### src/rtl/bcd2bin_seq.sv
// Sequential BCD-to-binary converter using reverse double-dabble.
// The digit and binary registers shift right and are corrected once per clock, one bit per cycle.
module bcd2bin_seq #(
    parameter int DIGITS = 3,
    parameter int BIN_W  = 10
) (
    input  logic                  clk,
    input  logic                  rst_n,
    input  logic                  start,
    input  logic [4*DIGITS-1:0]   bcd_in,
    output logic                  busy,
    output logic                  done,
    output logic                  err,
    output logic [BIN_W-1:0]      bin_out
);
    localparam int DW = 4 * DIGITS;
    localparam int CW = (BIN_W > 1) ? $clog2(BIN_W) : 1;
    localparam logic [CW-1:0] LAST_CNT = CW'(BIN_W - 1);

    typedef enum logic [1:0] {IDLE, SHIFT, DONE} state_t;

    state_t              state_reg, state_next;
    logic [DW-1:0]       digits_reg, digits_next;
    logic [BIN_W-1:0]    bin_reg, bin_next;
    logic [CW-1:0]       cnt_reg, cnt_next;
    logic                busy_reg, busy_next;
    logic                done_reg, done_next;
    logic                err_reg, err_next;
    logic [BIN_W-1:0]    bin_out_reg, bin_out_next;

    logic [DW+BIN_W-1:0] shifted;
    logic [DW-1:0]       fixed_digits;
    logic [DIGITS-1:0]   bad_digit;

    // One right shift of the whole {digits, binary} chain; a zero enters the top digit.
    assign shifted = {digits_reg, bin_reg} >> 1;

    // Correction is a per-digit 4-bit subtract: no borrow crosses a digit boundary.
    generate
        for (genvar gi = 0; gi < DIGITS; gi++) begin : g_digit
            logic [3:0] sd;
            assign sd                    = shifted[BIN_W + gi*4 +: 4];
            assign fixed_digits[gi*4 +: 4] = (sd >= 4'd8) ? (sd - 4'd3) : sd;
            assign bad_digit[gi]         = (bcd_in[gi*4 +: 4] > 4'd9);
        end
    endgenerate

    always_comb begin
        state_next   = state_reg;
        digits_next  = digits_reg;
        bin_next     = bin_reg;
        cnt_next     = cnt_reg;
        busy_next    = 1'b0;
        done_next    = 1'b0;
        err_next     = err_reg;
        bin_out_next = bin_out_reg;
        case (state_reg)
            SHIFT: begin
                digits_next = fixed_digits;
                bin_next    = shifted[BIN_W-1:0];
                cnt_next    = cnt_reg + CW'(1);
                if (cnt_reg == LAST_CNT) begin
                    state_next   = DONE;
                    done_next    = 1'b1;
                    bin_out_next = shifted[BIN_W-1:0];
                end else begin
                    busy_next = 1'b1;
                end
            end
            default: begin
                // IDLE and DONE both accept a new request.
                if (start) begin
                    digits_next = bcd_in;
                    bin_next    = '0;
                    cnt_next    = '0;
                    if (|bad_digit) begin
                        state_next   = DONE;
                        done_next    = 1'b1;
                        err_next     = 1'b1;
                        bin_out_next = '0;
                    end else begin
                        state_next = SHIFT;
                        busy_next  = 1'b1;
                        err_next   = 1'b0;
                    end
                end else begin
                    state_next = IDLE;
                end
            end
        endcase
    end

    always_ff @(posedge clk or negedge rst_n) begin
        if (!rst_n) begin
            state_reg   <= IDLE;
            digits_reg  <= '0;
            bin_reg     <= '0;
            cnt_reg     <= '0;
            busy_reg    <= 1'b0;
            done_reg    <= 1'b0;
            err_reg     <= 1'b0;
            bin_out_reg <= '0;
        end else begin
            state_reg   <= state_next;
            digits_reg  <= digits_next;
            bin_reg     <= bin_next;
            cnt_reg     <= cnt_next;
            busy_reg    <= busy_next;
            done_reg    <= done_next;
            err_reg     <= err_next;
            bin_out_reg <= bin_out_next;
        end
    end

    assign busy    = busy_reg;
    assign done    = done_reg;
    assign err     = err_reg;
    assign bin_out = bin_out_reg;
endmodule

### config.mk
export PLATFORM = sky130hd
export DESIGN_NAME = bcd2bin_seq
export DESIGN_NICKNAME = d
export VERILOG_FILES = /design/src/rtl/bcd2bin_seq.sv
export SDC_FILE = /design/constraint.sdc
export NUM_CORES = 1
export LEC_CHECK = 0
export CELL_PAD_IN_SITES_DETAIL_PLACEMENT = 0
export CELL_PAD_IN_SITES_GLOBAL_PLACEMENT = 2
export CORE_UTILIZATION = 31
export DETAILED_ROUTE_END_ITERATION = 7
export PLACE_DENSITY_LB_ADDON = 0.1
export SLEW_MARGIN = 20
export SYNTH_ARGS = -nofsm -noshare
export SYNTH_HDL_FRONTEND = slang
export SYNTH_SLANG_ARGS = --single-unit
### constraint.sdc
create_clock -name clk -period 1.2 [get_ports clk]
set_input_delay 0.24 -clock clk [delete_from_list [all_inputs] [get_ports clk]]
set_output_delay 0.24 -clock clk [all_outputs]
set_load 0.02 [all_outputs]
==> results.md, run 1 <==
Status:
- The flow ran to the end, but the final reports show violations.
- The final reports fail on setup timing.

Cells and area:
- The flip-flop count of the largest register after layout is 12.
- The number of antenna cells inserted is 0.
- At the end of the flow the core is filled with cells to 0.463.
- The area growth from synthesis to layout is 41.9%.
- The number of nets at the end of the flow is between 200 and 300.
- Of the cells placed in the final design, the portion with a size suffix greater than 1 is 0.341.
- The layout has 582 filler cells.
- The top cell types in the final layout, fill and taps aside, are 40 x dfrtp_1, 22 x nand2_1, 19 x buf_4, 15 x o21ai_1, 13 x a21oi_1.
- The most common cell after layout, fill and taps aside is dfrtp_1.
- Summing all flip-flop and latch instances after layout gives 1000 sq um.
- The multi-input combinational cells in the finished layout cover a total of roughly 970 sq um.
- The number of standard cells in the final layout excluding fillers is about 320.

Floorplanning:
- The die covers 6630 sq um.
- The initial utilization of the core area, before any placement, comes to 0.326.
- The total area inside the core boundary comes to around 6000 sq um.
- The standard-cell row count is 28.
- 28 I/O pins were placed.
- The die width is 81.4 um.
- The die boundary height is 81.4 um.

STA:
- The worst pin sits at a relative slew slack of 0.751.
- The minimum period implied by the final worst setup slack is roughly 1.3 ns.
- Static timing analysis puts the maximum clock frequency at between 700 and 800 MHz.
- Of the available clock period, the critical path in the final layout requires 1.11.
- The max-slew violation total from the final report is 0.
- Setup violations remaining at the end of the flow were counted as 29.
- Hold is met by ~0.44 ns.
- The worst setup skew after layout is about 0.0065 ns.
- At the pin with the least slew margin, the transition time is roughly 0.37 ns.
- The final worst-path setup slack is -0.131 ns.
- The final count of hold timing violations came to 0.
- Setup repair after global routing could not meet its margin everywhere.

Setup path:
- The maximum fanout count along the critical path is 10.
- The critical path is of the reg -> reg type.
- The required time reported for the critical path endpoint is 1.38 ns.
- The worst stage delay on the critical path is between 0.4 and 0.5 ns.
- Setup slack on the worst reg-to-reg path comes out at -0.13 ns.
- Walking the worst path, the cells encountered are buf_6 > nor2b_4 > buf_4 > mux2i_1 > o22ai_1.
- The cell with the largest stage delay on the worst path is dfrtp_1.
- Counting cells, the worst reg-to-reg path comes to 5.
- Among cell families on the critical path, the largest total delay comes from flip-flops.
- In this run the critical register-to-register path is captured at cnt_reg[3].
- The buffers plus inverters on the worst setup path is 2.
- The data arrival at the endpoint of the critical path is approximately 1.5 ns.
- The endpoint type of the worst setup path is a flop.
- The startpoint type of the worst setup path is a flop.
- The startpoint of the worst-slack reg-to-reg timing path is state_reg[1].
- In this run the number of cells on the critical path is 5.

Synthesis:
- The number of nets in the synthesized netlist is roughly 220.
- The synthesized area is 1950 sq um.
- The number of synthesized flops with an enable pin is 0.
- Of all flip-flops after synthesis, the portion carrying an async set or reset was 1.00.
- The prevailing post-synth register cell is dfrtp_1.
- The register bit total from synthesis is 40.
- The distinct cell type count of the synthesized netlist is 31.
- The Yosys step of the flow raised 0 warnings.
- The synthesized area divided by synthesized cell count is just over 10 sq um.
- The share of the yosys chip area belonging to registers is 0.512.
- The synthesized instance count is around 190.

Flow run:
- The count of maximum capacitance violations is 0.

Global routing:
- For this run, the total global-route usage over all layers was measured as 0.161.
- The final global-route overflow total is 0.
- The initial antenna violation count is 0.
- The largest net degree at the start of global routing is 41.
- The global-route wire length before repair is 7.90 mm.
- The number of global-route vias before repair is 1592.

Route:
- For this run, design rule violations remaining after detail routing come to 0.
- The number of detailed-routing iterations run before antenna repair is 3.
- In this run the remaining antenna-violating nets after routing total 0.
- The routed design has ~5 mm of wire.
- The violation count after the first detailed-route iteration is 86.
- After detailed routing, the number of vias per cell comes to slightly below 5.
- The average detailed-routed wire length per instance is between 15 and 20 um.
- The final route contains 1593 vias.

Clock tree:
- The tree is rooted in a clkbuf_8.
- The clock transition at the register clock pins on the worst setup and hold paths after CTS is roughly 0.090 ns.
- The number of clock sinks seen by CTS is 40.
- CTS built an H-tree with a depth of 2.
- Counting along the longest clock path gives a buffer depth of 2.
- The number of buffers added by the clock tree synthesis step is 5.
- The clock reaches the later pin of the worst-skew pair after ~0.3 ns.
- The clock tree from TritonCTS is yes.

Power and ir drop:
- The analysis attributes to cell leakage a power of 1.29 nW.
- The proportion of total power due to net switching is 0.321.
- The worst-case IR drop observed on VDD is 689 uV.
- Total power for the finished layout comes to 4.22 mW.
- For this design the total switching power over the nets is ~1.4 mW.
- The part of the power in combinational logic is 0.316.
- The cell-internal power is about 2.9 mW.
- The power density over the cells is between 1500 and 2000 nW/um^2.
- The portion of total power attributed to the clock network is 0.271.
- Of the total power, registers draw 0.413.

Placement:
- The number of placed instances, taps included is 307.
- Summed over all nets, the half-perimeter wirelength after detailed placement is 3.18 mm.
- The final weighted congestion in routability-driven placement is roughly 0.73.
- The pre-CTS setup slack is -0.487 ns.
- Buffers placed on the I/O ports in this run total 27.

Min path:
- The class of the tightest hold or removal check is in -> async.
[layer usage]
layer  track usage  wire [um]
met5             0          0
met4        0.0482         55
met3        0.0337        140
met2         0.247       2440
met1         0.227       2440
[kinds of logic after synthesis]
group | share of synthesized area
compound gates | 0.177
xor+xnor | 0.0179
fa+ha+maj | 0.0384
buf+inv | 0.0544
flops | 0.512
mux | 0.0615
simple gates | 0.138
[through the flow]
step	cell area [sq um]	TNS [ns]
final	2770	-2.53
after global routing	2770	-4.78
after CTS	2640	-1.72
after detailed placement	2460	-10.71
after global placement	2460	-10.05
after floorplan	1960	-0.270
[cell usage after synthesis (3+ instances only)]
| cell type | count | area share |
|---|---|---|
| inv_1 | 6 | 0.012 |
| buf_6 | 3 | 0.017 |
| o21ai_0 | 20 | 0.051 |
| o21ai_1 | 10 | 0.026 |
| ha_1 | 6 | 0.038 |
| o211a_1 | 4 | 0.020 |
| buf_2 | 7 | 0.018 |
| nand2_1 | 31 | 0.060 |
| a21oi_1 | 16 | 0.041 |
| dfrtp_1 | 40 | 0.51 |
| nand3_1 | 13 | 0.033 |
| mux2i_1 | 12 | 0.061 |
[power groups by stage]
| stage | sequential (mW) | combinational (mW) | clock [mW] |
|---|---|---|---|
| after global placement | 1.74 | 1.02 | 0 |
| after floorplan | 1.74 | 0.620 | 0 |
| final | 1.74 | 1.33 | 1.14 |
| after detailed placement | 1.75 | 1.05 | 0 |
| after CTS | 1.73 | 1.13 | 1.19 |
| after global routing | 1.77 | 1.46 | 1.24 |
[worst max path at each step]
stage	startpoint	end	slack [ns]
floorplan	state_reg[1]	bin_out[0]	-0.03
global placement	bcd_in[1]	bin_out[2]	-0.46
detailed placement	bcd_in[1]	bin_out[8]	-0.49
CTS	state_reg[1]	digits_reg[3]	-0.14
global route	state_reg[1]	digits_reg[3]	-0.20
finish	state_reg[1]	cnt_reg[3]	-0.13
[tightest hold or removal path, stage by stage]
cell and delay [ns]:
dlygate4sd3_1 0.52, buf_2 0.12, buf_12 0.23
[layout make-up]
cell class / count / share of cell area
timing repair buffer: 59 / 0.205
sequential: 40 / 0.361
tap: 75 / 0.0338
inverter: 7 / 0.00948
clock inverter: 3 / 0.0167
multi-input combinational: 135 / 0.349
clock buffer: 5 / 0.0248
[repair_timing]
action | 4_1_cts | 5_1_grt
resized for setup | 73 | 31
pin swaps | 4 | 12
endpoints found under the hold margin | 40 | 0
setup endpoints to repair | 45 | 45
gates cloned | 1 | 3
setup buffers | 3 | 2
hold buffers | 1 | 0
Power figures use the tool's default switching activity.
==> run 2, diff against run 1 <==
GPL_TIMING_DRIVEN = 0   (was default)
==> results.md, run 2 (synthesis gave the netlist of run 1 again) <==
Floorplanning:
- The standard-cell row count is 28 (unchanged).
- The initial cell density of the core is 0.326 (unchanged).
- The area enclosed by the die boundary is 6630 sq um (unchanged).
- The die boundary height was 81.4 um (unchanged).
- The core area is 5990 sq um (unchanged).
- The total I/O pin count is 28 (unchanged).
- The die width is 81.4 um (unchanged).

Route:
- The via density per instance is 5.03 (+2.3%).
- The overall routed net length is 5.25 mm (+3.3%).
- The remaining antenna violation count came to 0 (unchanged).
- The violation count after the first detailed-route iteration was 61 (-29%).
- The total number of vias is 1635 (+2.6%).
- The post-detailed-route DRC marker count is 0 (unchanged).
- The average detailed-routed wire length per instance was 16.1 um (+3.0%).
- The number of detailed-routing iterations run before antenna repair came to 4 (+1).

STA:
- The pin slew with the least headroom to its limit is 0.345 ns (-0.0283 ns).
- The final-report setup violation count is 31 (+6.9%).
- The final worst-path setup slack is -0.116 ns (+0.0154 ns).
- The part of the cycle the worst path needs is 1.10 (-0.0128).
- Setup repair after global routing could not meet its margin everywhere.
- The relative max-transition margin came to 0.768 (+0.0171).
- The minimum period implied by the final worst setup slack is 1.32 ns (-0.0154 ns).
- The highest achievable clock rate is 760 MHz (+1.2%).
- The max-slew violation total from the final report is 0 (unchanged).
- The final count of hold timing violations was 0 (unchanged).
- The worst setup skew after layout is 0.0128 ns (+0.00621 ns).
- The worst hold slack was 0.364 ns (-0.0745 ns).

Cells and area:
- The number of antenna cells inserted is 0 (unchanged).
- The library cell used most frequently in the layout, excluding fill and tap cells, is dfrtp_1.
- The library cells used most frequently in the layout, excluding fill and tap cells, are 38 x dfrtp_1, 20 x nand2_1, 18 x o21ai_1, 13 x nand3_1.
- The area growth from synthesis to layout is 41.9% (unchanged).
- The cell area after layout was 2770 sq um (unchanged).
- The flip-flop count of the largest register after layout is 12 (unchanged).
- The number of nets at the end of the flow is 270 (+0.37%).
- The number of standard cells in the final layout excluding fillers came to 325 (+0.31%).
- The share of cells above drive strength 1 was 0.380 (+0.0386).

Clock tree:
- The number of buffers added by the clock tree synthesis step is 5 (unchanged).
- The maximum root-to-sink buffer count is 2 (unchanged).
- The clock tree from TritonCTS is yes.
- The clock transition at the register clock pins on the worst setup and hold paths after CTS came to 0.08 ns (about the same).
- The number of H-tree levels came to 2 (unchanged).
- The number of clock sinks seen by CTS is 40 (unchanged).
- The clock latency on the worst-skew pair was 0.30 ns (about the same).
- The clock root buffer is clkbuf_8.

Global routing:
- The global-route wire length before repair is 7.98 mm (+1.1%).
- The largest net degree at the start of global routing came to 29 (-29%).
- The combined global-route utilization of all metal layers is 0.166 (+0.00484).
- The number of global-route vias before repair is 1553 (-2.4%).
- The initial antenna violation count is 0 (unchanged).
- The final global-route overflow total is 0 (unchanged).

Power and ir drop:
- The largest voltage drop on the vdd net is 776 uV (+13%).
- The cell-internal power came to 2.71 mW (-5.2%).
- The power density over the cells is 1470 nW/um^2 (-3.2%).
- The total power is 4.08 mW (-3.2%).
- The net load switching power is 1.37 mW (+1.1%).
- The proportion of total power due to net switching is 0.335 (+0.0140).
- The portion of total power attributed to the clock network is 0.239 (-0.032).
- The part of the power in combinational logic came to 0.337 (+0.021).
- The leakage power total came to 1.26 nW (-2.4%).
- The sequential group share of total power is 0.424 (+0.011).

Flow run:
- The count of maximum capacitance violations is 0 (unchanged).

Setup path:
- The class of the most critical setup path is reg -> reg.
- The startpoint type of the worst setup path is a flop.
- The reg2reg setup slack was -0.12 ns (+0.02 ns).
- The data arrival at the endpoint of the critical path is 1.49 ns (-0.03 ns).
- The maximum fanout count along the critical path came to 5 (-5).
- The endpoint type of the worst setup path is a flop.
- The required time reported for the critical path endpoint is 1.38 ns (about the same).

Placement:
- The number of placed instances, taps included was 296 (-3.6%).
- The final weighted congestion in routability-driven placement came to 0.771 (+5.9%).
- The count of input and output buffers is 26 (-3.7%).
- The sum of net half-perimeters after detailed placement was 3.26 mm (+2.6%).
- The area after detailed placement is 2330 sq um (-5.3%).

Status:
- The checks that failed: setup timing.
- The flow ran to the end, but the final reports show violations.

Min path:
- The min-delay analysis places its worst path in the category in -> async.
run 2: final cells by class:
| cell class | instances | area [sq um] |
|---|---|---|
| timing repair buffer | 48 | 445 |
| clock inverter | 2 | 15.0 |
| tap | 75 | 93.8 |
| multi-input combinational | 135 | 982 |
| inverter | 7 | 26.3 |
| clock buffer | 6 | 82.6 |
| fill | 572 | 3220 |
| buffer | 12 | 124 |
| sequential | 40 | 1000 |
run 2: metal layers:
layer / GRT usage / vias up / part of all wire
met5: 0 / - / 0
met4: 0.0589 / 0 / 0.011
met3: 0.0303 / 5 / 0.031
met2: 0.257 / 32 / 0.47
met1: 0.231 / 809 / 0.49
li1: - / 789 / -
run 2: metrics by stage:
| step | TNS [ns] | setup slack [ns] | utilization |
|---|---|---|---|
| 6_report | -2.02 | -0.116 | 0.463 |
| 5_1_grt | -3.67 | -0.174 | 0.463 |
| 4_1_cts | -1.25 | -0.120 | 0.428 |
| 3_5_place_dp | -10.90 | -0.550 | 0.389 |
| 3_3_place_gp | -56.30 | -1.16 | 0.387 |
| 2_1_floorplan | -0.270 | -0.0270 | - |
run 2: worst paths after layout:
check,start,endpoint,depth (start not counted)
hold reg to reg,digits_reg[10],digits_reg[9],2
setup reg to reg,state_reg[1],bin_out[3],4
setup / recovery,state_reg[1],bin_out[3],4
min in group clk,start,digits_reg[10],3
max in group asynchronous,rst_n,state_reg[1],3
hold / removal,rst_n,digits_reg[7],2
run 2: critical path, cell delays in order, from the launching register on:
cell	delay, ns
dfrtp_2	0.45
or3b_4	0.40
buf_6	0.15
o21ai_2	0.12
a21oi_1	0.08
run 2: timing repair:
item                       in CTS  in global routing
hold buffers                    1                  0
buffers inserted               10                  5
gates cloned                    2                  3
pin swaps                       4                 12
setup endpoints to repair      50                 48
hold endpoints to repair       12                  0
gates resized for setup        51                 70
run 2: power by group through the flow:
stage          Combinational (mW)  Clock (mW)  Sequential (mW)
2_1_floorplan               0.620           0             1.74
3_3_place_gp                0.889           0             1.76
3_5_place_dp                0.921           0             1.76
4_1_cts                      1.07       0.995             1.73
5_1_grt                      1.49        1.06             1.76
6_report                     1.37       0.978             1.73
==> run 3, diff against run 2 <==
CORE_MARGIN = 5   (was default)
==> results.md, run 3 (synthesis gave the netlist of run 1 again) <==
Setup path:
- The data arrival at the endpoint of the critical path came to 1.56 ns (+0.07 ns).
- The startpoint type of the worst setup path is a flop.
- The reg2reg setup slack is -0.13 ns (-0.02 ns).
- The length in cells of the worst reg-to-reg path is 6 (+2).
- The class of the most critical setup path is reg -> reg.
- The required time reported for the critical path endpoint is 1.43 ns (+0.05 ns).
- The capture instance of the worst register-to-register path is bin_reg[6].
- The maximum fanout count along the critical path is 6 (+1).
- The endpoint type of the worst setup path is a flop.
- The startpoint of the worst-slack reg-to-reg timing path is state_reg[1].

Global routing:
- The number of global-route vias before repair is 1576 (+1.5%).
- The final global-route overflow total is 0 (unchanged).
- The global-route wire length before repair is 7.80 mm (-2.3%).
- The initial antenna violation count came to 0 (unchanged).
- The combined global-route utilization of all metal layers came to 0.128 (-0.0377).
- The largest net degree at the start of global routing was 30 (+3.4%).

Power and ir drop:
- The cell-internal power is 2.91 mW (+7.1%).
- The largest voltage drop on the vdd net came to 568 uV (-27%).
- The sequential group share of total power is 0.410 (-0.014).
- The net load switching power came to 1.38 mW (+0.77%).
- The portion of total power attributed to the clock network is 0.258 (+0.019).
- The leakage power total came to 1.40 nW (+11%).
- The power density over the cells is 1490 nW/um^2 (+1.0%).
- The proportion of total power due to net switching is 0.322 (-0.0135).
- The total power is 4.29 mW (+5.0%).
- The part of the power in combinational logic was 0.333 (-0.004).

Cells and area:
- The number of standard cells in the final layout excluding fillers is 326 (+0.31%).
- Compared with the post-synthesis result, the final layout area differs by 47.4%.
- The number of nets at the end of the flow is 269 (-0.37%).
- The final-layout fill cell count came to 601 (+5.1%).
- The top cell types in the final layout, fill and taps aside, are 39 x dfrtp_1, 19 x nand2_1, 14 x o21ai_2, 14 x o21ai_1.
- The share of cells above drive strength 1 came to 0.390 (+0.00956).
- The flip-flop count of the largest register after layout is 12 (unchanged).
- The footprint of the multi-input gates is 1010 sq um (+3.1%).
- The number of antenna cells inserted is 0 (unchanged).
- The library cell used most frequently in the layout, excluding fill and tap cells, is dfrtp_1.
- The register area is 1000 sq um (-0.12%).

Clock tree:
- The clock latency on the worst-skew pair is 0.30 ns (about the same).
- The number of buffers added by the clock tree synthesis step came to 5 (unchanged).
- The maximum root-to-sink buffer count is 2 (unchanged).
- The clock tree from TritonCTS is yes.
- The number of H-tree levels came to 2 (unchanged).
- The clock transition at the register clock pins on the worst setup and hold paths after CTS is 0.09 ns (about the same).
- The number of clock sinks seen by CTS is 40 (unchanged).
- The cell sitting at the root of the clock tree is a clkbuf_8.

STA:
- Setup repair after global routing could not meet its margin everywhere.
- The highest achievable clock rate is 751 MHz (-1.2%).
- The final worst-path setup slack is -0.131 ns (-0.0156 ns).
- The worst hold slack is 0.343 ns (-0.0219 ns).
- The minimum period implied by the final worst setup slack came to 1.33 ns (+0.0156 ns).
- The relative max-transition margin is 0.804 (+0.0361).
- The pin slew with the least headroom to its limit is 0.294 ns (-0.0505 ns).
- The final count of hold timing violations is 0 (unchanged).
- The max-slew violation total from the final report is 0 (unchanged).
- The sum of negative setup slack came to -2.72 ns (-0.698 ns).
- The part of the cycle the worst path needs is 1.11 (+0.0130).
- The worst setup skew after layout was 0.0116 ns (-0.00114 ns).
- The final-report setup violation count is 37 (+19%).

Route:
- The overall routed net length is 5.34 mm (+1.8%).
- The total number of vias is 1616 (-1.2%).
- The via density per instance is 4.96 (-1.5%).
- The post-detailed-route DRC marker count is 0 (unchanged).
- The average detailed-routed wire length per instance is 16.4 um (+1.5%).
- The remaining antenna violation count is 0 (unchanged).
- The number of detailed-routing iterations run before antenna repair was 4 (unchanged).
- The violation count after the first detailed-route iteration is 37 (-39%).

Placement:
- The pre-CTS setup slack is -0.537 ns (+0.0129 ns).
- The count of input and output buffers is 26 (unchanged).
- The final weighted congestion in routability-driven placement was 0.830 (+7.7%).
- The number of placed instances, taps included was 298 (+0.68%).
- The sum of net half-perimeters after detailed placement is 3.34 mm (+2.5%).

Status:
- The checks that failed: setup timing.
- The flow ran to the end, but the final reports show violations.

Floorplanning:
- The die boundary height is 89.4 um (+9.8%).
- The core area is 6240 sq um (+4.2%).
- The area enclosed by the die boundary is 7990 sq um (+21%).
- The standard-cell row count is 29 (+3.6%).
- The die width was 89.4 um (+9.8%).
- The total I/O pin count was 28 (unchanged).
- The initial cell density of the core is 0.313 (-0.0131).

Min path:
- The worst-case hold path end point is digits_reg[9].
- The number of cells on the worst hold path is 3.
- The worst hold path belongs to the class in -> reg.
- The worst hold path begins at bcd_in[9].

Flow run:
- The count of maximum capacitance violations is 0 (unchanged).
-- run 3: cell types whose count changed in the layout (fill, tap and decap cells not counted), moves of 5 or more --
cell | previous run | this run
buf_4 | 12 | 6
nand2_2 | 11 | 6
dlymetal6s2s_1 | 0 | 5
clkbuf_2 | 6 | 1
o21ai_2 | 6 | 14
nand2_4 | 0 | 6
-- run 3: final cells by class --
type                    count  share of cell area
multi-input cells         135               0.351
well taps                  77              0.0334
clock inverters             2              0.0122
plain buffers              11              0.0408
clock buffers               6              0.0252
flip-flops and latches     40               0.348
repair buffers             48               0.180
inverters                   7             0.00912
-- run 3: worst max-delay path by stage --
stage / start / endpoint / slack, ns / depth (start not counted)
after floorplan: state_reg[1] / bin_out[0] / -0.03 / 4
after global placement: rst_n / digits_reg[9] / -1.14 / 1
after detailed placement: bcd_in[6] / bin_out[8] / -0.54 / 5
after CTS: state_reg[1] / bin_out[1] / -0.11 / 4
after global routing: state_reg[1] / bin_reg[6] / -0.19 / 6
final: state_reg[1] / bin_reg[6] / -0.13 / 6
-- run 3: per-layer routing --
| layer | wire, um | up-vias | track usage | part of all wire |
|---|---|---|---|---|
| met2 | 2730 | 32 | 0.220 | 0.51 |
| met4 | 68 | 0 | 0.0406 | 0.013 |
| met1 | 2360 | 792 | 0.161 | 0.44 |
| met3 | 177 | 6 | 0.0276 | 0.033 |
| met5 | 0 | - | 0 | 0 |
| li1 | - | 786 | - | - |
-- run 3: timing repair --
item / 4_1_cts / 5_1_grt
gates cloned: 1 / 3
setup endpoints to repair: 50 / 44
hold buffers: 1 / 0
gates resized for setup: 58 / 80
pin swaps: 4 / 14
hold endpoints to repair: 11 / 0
setup buffers: 9 / 7
-- run 3: power groups by stage --
stage / combinational [mW] / clock [mW] / sequential (mW)
after floorplan: 0.620 / 0 / 1.74
after global placement: 0.881 / 0 / 1.75
after detailed placement: 0.915 / 0 / 1.76
after CTS: 1.03 / 1.12 / 1.74
after global routing: 1.57 / 1.18 / 1.78
final: 1.43 / 1.11 / 1.76
-- run 3: worst max-delay path, stage by stage, from the launching register on --
cell,delay (ns)
dfrtp_2,0.46
nor2b_4,0.23
buf_8,0.17
buf_12,0.11
clkbuf_16,0.14
nand2_1,0.06
o21ai_1,0.08
-- run 3: per-stage QoR --
stage          cell area (sq um)  utilization
2_1_floorplan               1960            -
3_3_place_gp                2320        0.371
3_5_place_dp                2330        0.374
4_1_cts                     2570        0.412
5_1_grt                     2880        0.462
6_report                    2880        0.462
